$ cat src/rtl/dbg_pkg.sv
// dbg_pkg: shared debounce state encoding and hex-to-7-segment constants for dbg_probe_display
package dbg_pkg;
  typedef enum logic [1:0] {IDLE, PRESS_WAIT, PRESSED, REL_WAIT} deb_state_e;
  localparam logic [6:0] SEG_ZERO  = 7'b1111110;
  localparam logic [6:0] SEG_BLANK = 7'b0000000;
  // segment order a..g from msb to lsb, active-high; entry 15 first
  localparam logic [15:0][6:0] SEG_TAB = {
    7'b1000111, 7'b1001111, 7'b0111101, 7'b1001110,
    7'b0011111, 7'b1110111, 7'b1111011, 7'b1111111,
    7'b1110000, 7'b1011111, 7'b1011011, 7'b0110011,
    7'b1111001, 7'b1101101, 7'b0110000, 7'b1111110
  };
  function automatic logic [6:0] hex_to_seg(input logic [3:0] h);
    return SEG_TAB[h];
  endfunction
endpackage

$ cat src/rtl/dbg_probe_display_key_debounce.sv
// key_debounce: two-flop key synchroniser plus debounce FSM emitting one registered pulse per accepted press
module key_debounce
  import dbg_pkg::*;
#(
  parameter int DEB_CYCLES = 50000
) (
  input  logic clk,
  input  logic rst,
  input  logic key_i,
  output logic pulse_o
);
  localparam int CNT_W = $clog2(DEB_CYCLES);
  localparam logic [CNT_W-1:0] CNT_MAX = CNT_W'(DEB_CYCLES - 1);
  localparam logic [CNT_W-1:0] CNT_ONE = CNT_W'(1);
  logic [1:0] sync_q, sync_d;
  deb_state_e state_q, state_d;
  logic [CNT_W-1:0] cnt_q, cnt_d;
  logic pulse_q, pulse_d;
  logic key_s;
  assign key_s = sync_q[1];
  always_comb begin
    sync_d = {sync_q[0], key_i};
    state_d = state_q;
    cnt_d = cnt_q;
    pulse_d = 1'b0;
    case (state_q)
      IDLE: if (key_s) begin
        state_d = PRESS_WAIT;
        cnt_d = CNT_ONE;
      end
      PRESS_WAIT: if (!key_s) begin
        state_d = IDLE;
        cnt_d = '0;
      end else if (cnt_q == CNT_MAX) begin
        state_d = PRESSED;
        pulse_d = 1'b1;
      end else cnt_d = cnt_q + CNT_ONE;
      PRESSED: if (!key_s) begin
        state_d = REL_WAIT;
        cnt_d = CNT_ONE;
      end
      REL_WAIT: if (key_s) begin
        state_d = PRESSED;
        cnt_d = '0;
      end else if (cnt_q == CNT_MAX) state_d = IDLE;
      else cnt_d = cnt_q + CNT_ONE;
      default: state_d = IDLE;
    endcase
  end
  always_ff @(posedge clk) begin
    if (!rst) begin
      sync_q <= '0;
      state_q <= IDLE;
      cnt_q <= '0;
      pulse_q <= 1'b0;
    end else begin
      sync_q <= sync_d;
      state_q <= state_d;
      cnt_q <= cnt_d;
      pulse_q <= pulse_d;
    end
  end
  assign pulse_o = pulse_q;
endmodule

$ cat src/rtl/dbg_probe_display.sv
// dbg_probe_display: probe-to-LED pager with debounced step counter on two 7-seg digits; DBG_DIFF_EN shows slice XOR last-step snapshot
module dbg_probe_display
  import dbg_pkg::*;
#(
  parameter int CH_NUM     = 8,
  parameter int DATA_W     = 32,
  parameter int LED_W      = 16,
  parameter int DEB_CYCLES = 50000,
  parameter int SEL_W      = (CH_NUM > 1) ? $clog2(CH_NUM) : 1,
  parameter int PG_W       = (DATA_W / LED_W > 1) ? $clog2(DATA_W / LED_W) : 1
) (
  input  logic                     clk,
  input  logic                     rst,
  input  logic                     key_i,
  input  logic [SEL_W-1:0]         sel_i,
  input  logic [PG_W-1:0]          page_i,
  input  logic                     freeze_i,
  input  logic [CH_NUM*DATA_W-1:0] probe_i,
  output logic [LED_W-1:0]         led_o,
  output logic                     step_pulse_o,
  output logic [7:0]               step_cnt_o,
  output logic [6:0]               seg1_o,
  output logic [6:0]               seg0_o
);
  localparam int PAGES = DATA_W / LED_W;
  logic pulse;
  logic [LED_W-1:0] slice, view, led_q, led_d;
  logic [7:0] cnt_q, cnt_d;
  logic [6:0] seg0_q, seg0_d, seg1_q, seg1_d;
  key_debounce #(.DEB_CYCLES(DEB_CYCLES)) u_deb (
    .clk(clk),
    .rst(rst),
    .key_i(key_i),
    .pulse_o(pulse)
  );
  // out-of-range channel or page selects read as zero
  assign slice = (int'(sel_i) < CH_NUM && int'(page_i) < PAGES)
               ? LED_W'(probe_i >> (int'(sel_i) * DATA_W + int'(page_i) * LED_W)) : '0;
`ifdef DBG_DIFF_EN
  logic [LED_W-1:0] snap_q, snap_d;
  always_comb snap_d = pulse ? slice : snap_q;
  always_ff @(posedge clk) begin
    if (!rst) snap_q <= '0;
    else snap_q <= snap_d;
  end
  assign view = slice ^ snap_q;
`else
  assign view = slice;
`endif
  always_comb begin
    led_d = freeze_i ? led_q : view;
    cnt_d = cnt_q + {7'd0, pulse};
    seg0_d = hex_to_seg(cnt_q[3:0]);
    seg1_d = hex_to_seg(cnt_q[7:4]);
  end
  always_ff @(posedge clk) begin
    if (!rst) begin
      led_q <= '0;
      cnt_q <= '0;
      seg0_q <= SEG_ZERO;
      seg1_q <= SEG_ZERO;
    end else begin
      led_q <= led_d;
      cnt_q <= cnt_d;
      seg0_q <= seg0_d;
      seg1_q <= seg1_d;
    end
  end
  assign led_o = led_q;
  assign step_pulse_o = pulse;
  assign step_cnt_o = cnt_q;
  assign seg0_o = seg0_q;
  assign seg1_o = seg1_q;
endmodule

$ cat config.mk
export PLATFORM = sky130hd
export DESIGN_NAME = dbg_probe_display
export DESIGN_NICKNAME = d
export VERILOG_FILES = /design/src/rtl/dbg_pkg.sv /design/src/rtl/dbg_probe_display_key_debounce.sv /design/src/rtl/dbg_probe_display.sv
export SDC_FILE = /design/constraint.sdc
export NUM_CORES = 1
export LEC_CHECK = 0
export ABC_AREA = 1
export ABC_CLOCK_PERIOD_IN_PS = 4100
export BUFFER_PORTS_ARGS = -buffer_cell sky130_fd_sc_hd__buf_2
export CORE_MARGIN = 2
export CORE_UTILIZATION = 30
export DETAILED_ROUTE_END_ITERATION = 10
export PLACE_DENSITY_LB_ADDON = 0.05
export SLEW_MARGIN = 10
export SYNTH_ARGS = -nofsm -noshare
export SYNTH_HDL_FRONTEND = slang
export SYNTH_SLANG_ARGS = --single-unit
$ cat constraint.sdc
create_clock -name clk -period 4.1 [get_ports clk]
set_input_delay 0.205 -clock clk [delete_from_list [all_inputs] [get_ports clk]]
set_output_delay 0.205 -clock clk [all_outputs]
set_load 0.1 [all_outputs]
# --- Word-level counts from Yosys, hierarchy flattened ---
# Memory sizes are Yosys's and may differ from the RTL's. A register that Yosys moved wholly into a read port is not among the register bits.
# Cells that the tools add are included.
word_totals:
  register_bits: 45
  rom_bits: 224
  in_bits: 264
  output_inout_bits: 39
  mem_count: 2
memory_table:
  columns: ["memory", "depth", "word_bits", "read_ports", "rd_clocked_by_memory_dff", "wr", "line", "text"]
  rows:
  - ["(name not given)", 16, 7, 1, 1, 0, "dbg_pkg.sv:14", "return SEG_TAB[h];"]
  - ["(name not given)", 16, 7, 1, 1, 0, "dbg_pkg.sv:14", null]
classes:
  add_sub_neg: 3
  eq_ne: 8
  shifts: 1
  n_mux: 14
  n_reduce_logical: 6
ops:
  columns: ["cell", "count"]
  rows:
  - ["256-bit by 9-bit >> shifter with 16-bit output", 1]
  - ["16-bit two-way mux", 5]
  - ["16-bit case mux with 4 select lines", 1]
  - ["16-bit by 1-bit adder with 16-bit output (second input constant)", 1]
  - ["16-bit equality test (second input constant)", 1]
  - ["2-bit two-way mux", 6]
  - ["8-bit by 5-bit adder with 9-bit output", 1]
  - ["8-bit by 1-bit adder with 8-bit output", 1]
  - ["2-bit case mux with 4 select lines", 1]
  - ["2-bit equality test (second input constant)", 2]
  - ["4-bit AND reduction", 1]
  - ["3-bit by 1-bit != test with 1-bit output (second input constant)", 1]
  - ["3-bit != test (second input constant)", 1]
  - ["3-bit AND reduction", 1]
  - ["2-bit by 1-bit equality test with 1-bit output (second input constant)", 1]
  - ["1-bit logical NOT", 2]
  - ["2-bit logical NOT", 1]
  - ["2-bit by 1-bit != test with 1-bit output (second input constant)", 1]
  - ["2-bit != test (second input constant)", 1]
  - ["2-bit AND reduction", 1]
  - ["1-bit two-way mux", 1]

# --- Longest topological paths before layout ---
depth:
  depth_word: 4
  mapped_depth: 11

# --- Hierarchy ---
# A second synthesis with hierarchy kept.
unflattened:
  cells_unflattened: 981
  hier_area_um2: 5516.5
modules_own_cells:
  columns: ["mod", "instances", "cells_each", "area_each_um2", "seq_area_each_um2"]
  rows:
  - ["dbg_probe_display", 1, 805, 4336.7, 760.7]
  - ["key_debounce", 1, 176, 1179.9, 420.4]

# --- Worst setup path before layout ---
# Ideal clock, no wire load.
synth_path:
  path_kind: "reg2reg"
  from: "reg cnt_q[4] (netlist: step_cnt_o[4])"
  to: "reg seg1_q[3] (netlist: seg1_o[3])"
  setup_ns: 0.126
  arrival_time_ns: 1.992
  required_ns: 3.974
  setup_slack_ns: 1.983
  stages_incl_launch_ff: 7
  path_buffers: 0
  period_less_slack_ns: 2.117
  path_cell_list: "dfxtp_1 > inv_1 > ha_1 > nand2_1 > nand2_1 > o22ai_1 > nand2_1"
synth_lines:
  columns: ["element", "line", "text"]
  rows:
  - ["from (decl)", "dbg_probe_display.sv:28", "logic [7:0] cnt_q, cnt_d;"]
  - ["from (signal assigned)", "dbg_probe_display.sv:64", "cnt_q <= cnt_d;"]
  - ["to (decl)", "dbg_probe_display.sv:29", "logic [6:0] seg0_q, seg0_d, seg1_q, seg1_d;"]

# --- Final worst setup path ---
layout_path:
  from: "in page_i"
  to: "reg led_q[6] (netlist: led_o[6])"
layout_between:
  elab_chain_len: 2
layout_lines:
  columns: ["element", "line", "text"]
  rows:
  - ["from (decl)", "dbg_probe_display.sv:16", "input logic [PG_W-1:0] page_i,"]
  - ["8-bit by 5-bit adder with 9-bit output", "dbg_probe_display.sv:38", "? LED_W'(probe_i >> (int'(sel_i) * DATA_W + int'(page_i) * LED_W)) : '0;"]
  - ["256-bit by 9-bit >> shifter with 16-bit output", "dbg_probe_display.sv:38", null]
  - ["to (signal assigned)", "dbg_probe_display.sv:63", "led_q <= led_d;"]
  - ["to (decl)", "dbg_probe_display.sv:27", "logic [LED_W-1:0] slice, view, led_q, led_d;"]
# No other way between the ends.
# A chain may end at the register's enable or synchronous reset.

==> results.md <==
* Startpoint types: primary input
* Crit path max-delay family: buffers and inverters
* Post-place setup slack at 1.658 ns
* Synth cell types at 35
* Cell taking the most area after synthesis: nand2_1
* Layout cells sized above 1 at 0.2761
* H-tree levels at 3
* Power per cell area at 287.6 nW/µm²
* Vias in the first global route at 7061
* Final min period at 2.151 ns
* Dpl hpwl at 18.47 mm
* Critical Path Source: page_i
* Largest stage delay, worst path at 0.84 ns
* Final hold slack at 0.09522 ns
* Die footprint at 19310 µm²
* Worst EP required at 4.38 ns
* Clock Skew at 0.007259 ns
* Fmax at 0.4648 GHz
* Input/output buffers at 302
* Area grow syn2layout at 32.33%
* DRC Markers at 0
* Kind of critical path: in -> reg
* Largest net degree at the start of global routing at 122
* Multi-input logic area at 3600 µm²
* GRT Total Usage at 0.2395
* Vias at 7137
* Mapped Cells at 974
* Post-synthesis sequential area ratio at 0.2161
* GRT Residual Overflow at 0
* Worst-Skew Late Latency at 0.33 ns
* Post-CTS Resized at 0
* Most instantiated cells after synthesis: nand2_1, nand3_1, nor2_1
* Number of max-cap violations at 0
* Crit Reg-Reg Startpoint: u_deb.state_q[0]
* Critical Path Stages at 11
* Critical Path Slowest Stage Cell: buf_4
* Synthesized Nets at 1256
* Post-CTS setup buffer count at 0
* Post-Route WL at 23.71 mm
* Cell leakage power at 3.857 nW
* # rows at 49
* Yosys warning total at 0
* R2r setup slk at 2.48 ns
* Total Negative Setup Slacks at 0 ns
* Path depth of the worst reg2reg path at 4
* Chip height at 139.0 µm
* Clock root cell: clkbuf_16
* Slew headroom at 0.1984
* Die width at 139.0 µm
* Maximum fanout along the worst path at 121
* Slew Viols, Final at 0
* Clock sinks at 59
* Hold Vio Cnt, Final at 0
* CTS tree: yes
* Antenna violations before repair at 7
* Num CTS Buffers at 9
* Worst Path Buf+Inv at 4
* DRT Pass-1 Iters at 5
* Final #Nets at 1512
* Hold-critical path depth at 3
* Fraction of registers with async set/reset at 0
* Core area at 17900 µm²
* Avg Inst Size Synth at 5.611 µm²
* RSZ-0062 raised after global routing: false
* Synthesized flop and latch total at 59
* Fillcell total at 2102
* Mapped cell area at 5465 µm²
* Max rail drop VDD at 0.2205 mV
* Final Setup Violations at 0
* Final ANT Viol Nets at 0
* FF/Latch Area at 1181 µm²
* RePlAce Congestion at 0.9282
* Final period utilization at 0.5247
* Hold WC Path Type: in -> reg
* Worst-case clock buffer depth at 2
* Placed Cells incl. Taps at 1448
* Worst Hold Launch: key_i
* PnR worst setup slack at 1.949 ns
* Post-DR wirelength/cell at 16.12 µm
* Critical Path End Type: flop
* Worst Max-Slew Pin Slew at 1.202 ns
* Most frequent cell after synthesis: nand2_1
* CP most frequent cell: nand2_1
* DR vias/cell at 4.852
* Post-synth EDFFs at 0
* Num ports at 303
* Starting Density at 0.3053
* DP Area at 6853 µm²
* CTS Hold Bufs at 0
* Iter 0 DRT Violations at 399
* Top cells by area, synth: nand2_1, dfxtp_1, nand3_1, buf_6, nor2_1
* Data arrival, critical path at 2.43 ns
* Layout Cells excl Fill at 1471
* Status: completed
* First-pass GRT wire length at 37.23 mm
* Finished Cell Area at 7232 µm²
* Top_reg_cell synth: dfxtp_1
* Post-synth top area share at 0.2734
* Clock-pin slew on the worst setup and hold paths at 0.06 ns
* CP cell instances: buf_4, clkinv_2, buf_4, nand2_1, nand3_1, nand3_1, nand2_1, nand2_1, nand3_1, nand2_1, inv_1
cell usage in the layout, fill, tap and decap left out:
cell type  Yosys  routed
clkbuf_16      0       9
nand2_1      398     398
o21ai_1        2       2
o21ai_0       20      20
nor2_4         1       1
a21oi_4        1       1
o311ai_0       1       1
nor2_2         3       3
nand2_2        4       4
xor2_1         1       1
xnor2_1        1       1
nand4_2        1       1
inv_4          1       1
nor2_1        70      70
buf_4          4       6
buf_2         13     301
bufinv_16      0       3
a31oi_1        1       1
inv_1         56      56
diode_2        0       7
nor3_1        11      11
ha_1          18      18
nand3_1      228     228
o211ai_1       1       1
o22ai_1        2       2
nand3b_1       1       1
nor4_2         1       1
a21oi_1       16      16
clkbuf_8       0       3
nand2_4        1       1
inv_2          3       2
dfxtp_1       59      59
clkinv_2       1       3
nor3b_2        1       1
a211oi_1       1       1
nand4_1        7       7
worst paths after layout:
kind                                        end
worst max-delay path                   led_o[6]
worst min-delay path            u_deb.sync_q[0]
worst max register to register   u_deb.cnt_q[7]
worst min register to register  u_deb.sync_q[1]
cells by family (layout without fill, tap and decap cells):
family / after synthesis / count (layout) / share of synthesized area
flip-flops: 59 / 59 / 0.2161
AND/OR/NAND/NOR: 727 / 727 / 0.5687
XOR/XNOR: 2 / 2 / 0.003206
AO/OA/AOI/OAI: 45 / 45 / 0.04556
other: 0 / 7 / 0
adder cells (fa/ha/maj): 18 / 18 / 0.04121
buffers and inverters: 123 / 384 / 0.1252
power by group:
group	internal (mW)	switching (mW)	total [mW]
clock	0.642	0.269	0.911
combinational	0.199	0.364	0.563
sequential	0.590	0.0166	0.606
total	1.43	0.650	2.08
through the flow:
step	utilization	power, mW
final	0.4040	2.080
after global routing	0.4040	2.187
after CTS	0.4030	2.102
after detailed placement	0.3828	1.183
after global placement	0.3828	1.188
after floorplan	-	0.9785
routing by layer:
metal	vias up	track usage	routed length, µm
met2	264	0.3848	10900
met5	-	0	0
li1	3656	-	-
met3	39	0.05387	1516
met1	3178	0.3181	10670
met4	0	0.07974	626
final cells by class:
cell class                      count  area share
Antenna cell                        7    0.002422
Inverter                           61     0.03235
Sequential cell                    59      0.1633
Clock inverter                      4     0.01315
Timing Repair Buffer              307      0.2145
Multi-Input combinational cell    792      0.4978
Clock buffer                       12     0.03685
Tap cell                          229     0.03962
registers in the layout, indices dropped and copies added, names as in the netlist, named ones only:
register	flops
step_cnt_o	8
u_deb.sync_q	2
u_deb.state_q	1
seg1_o	7
led_o	16
u_deb.cnt_q	16
seg0_o	7
u_deb.pulse_o	1
worst min-delay path: stages:
cell and delay, ns:
buf_2 0.09, nand2_1 0.05, inv_1 0.05
Power figures use the tool's default switching activity.
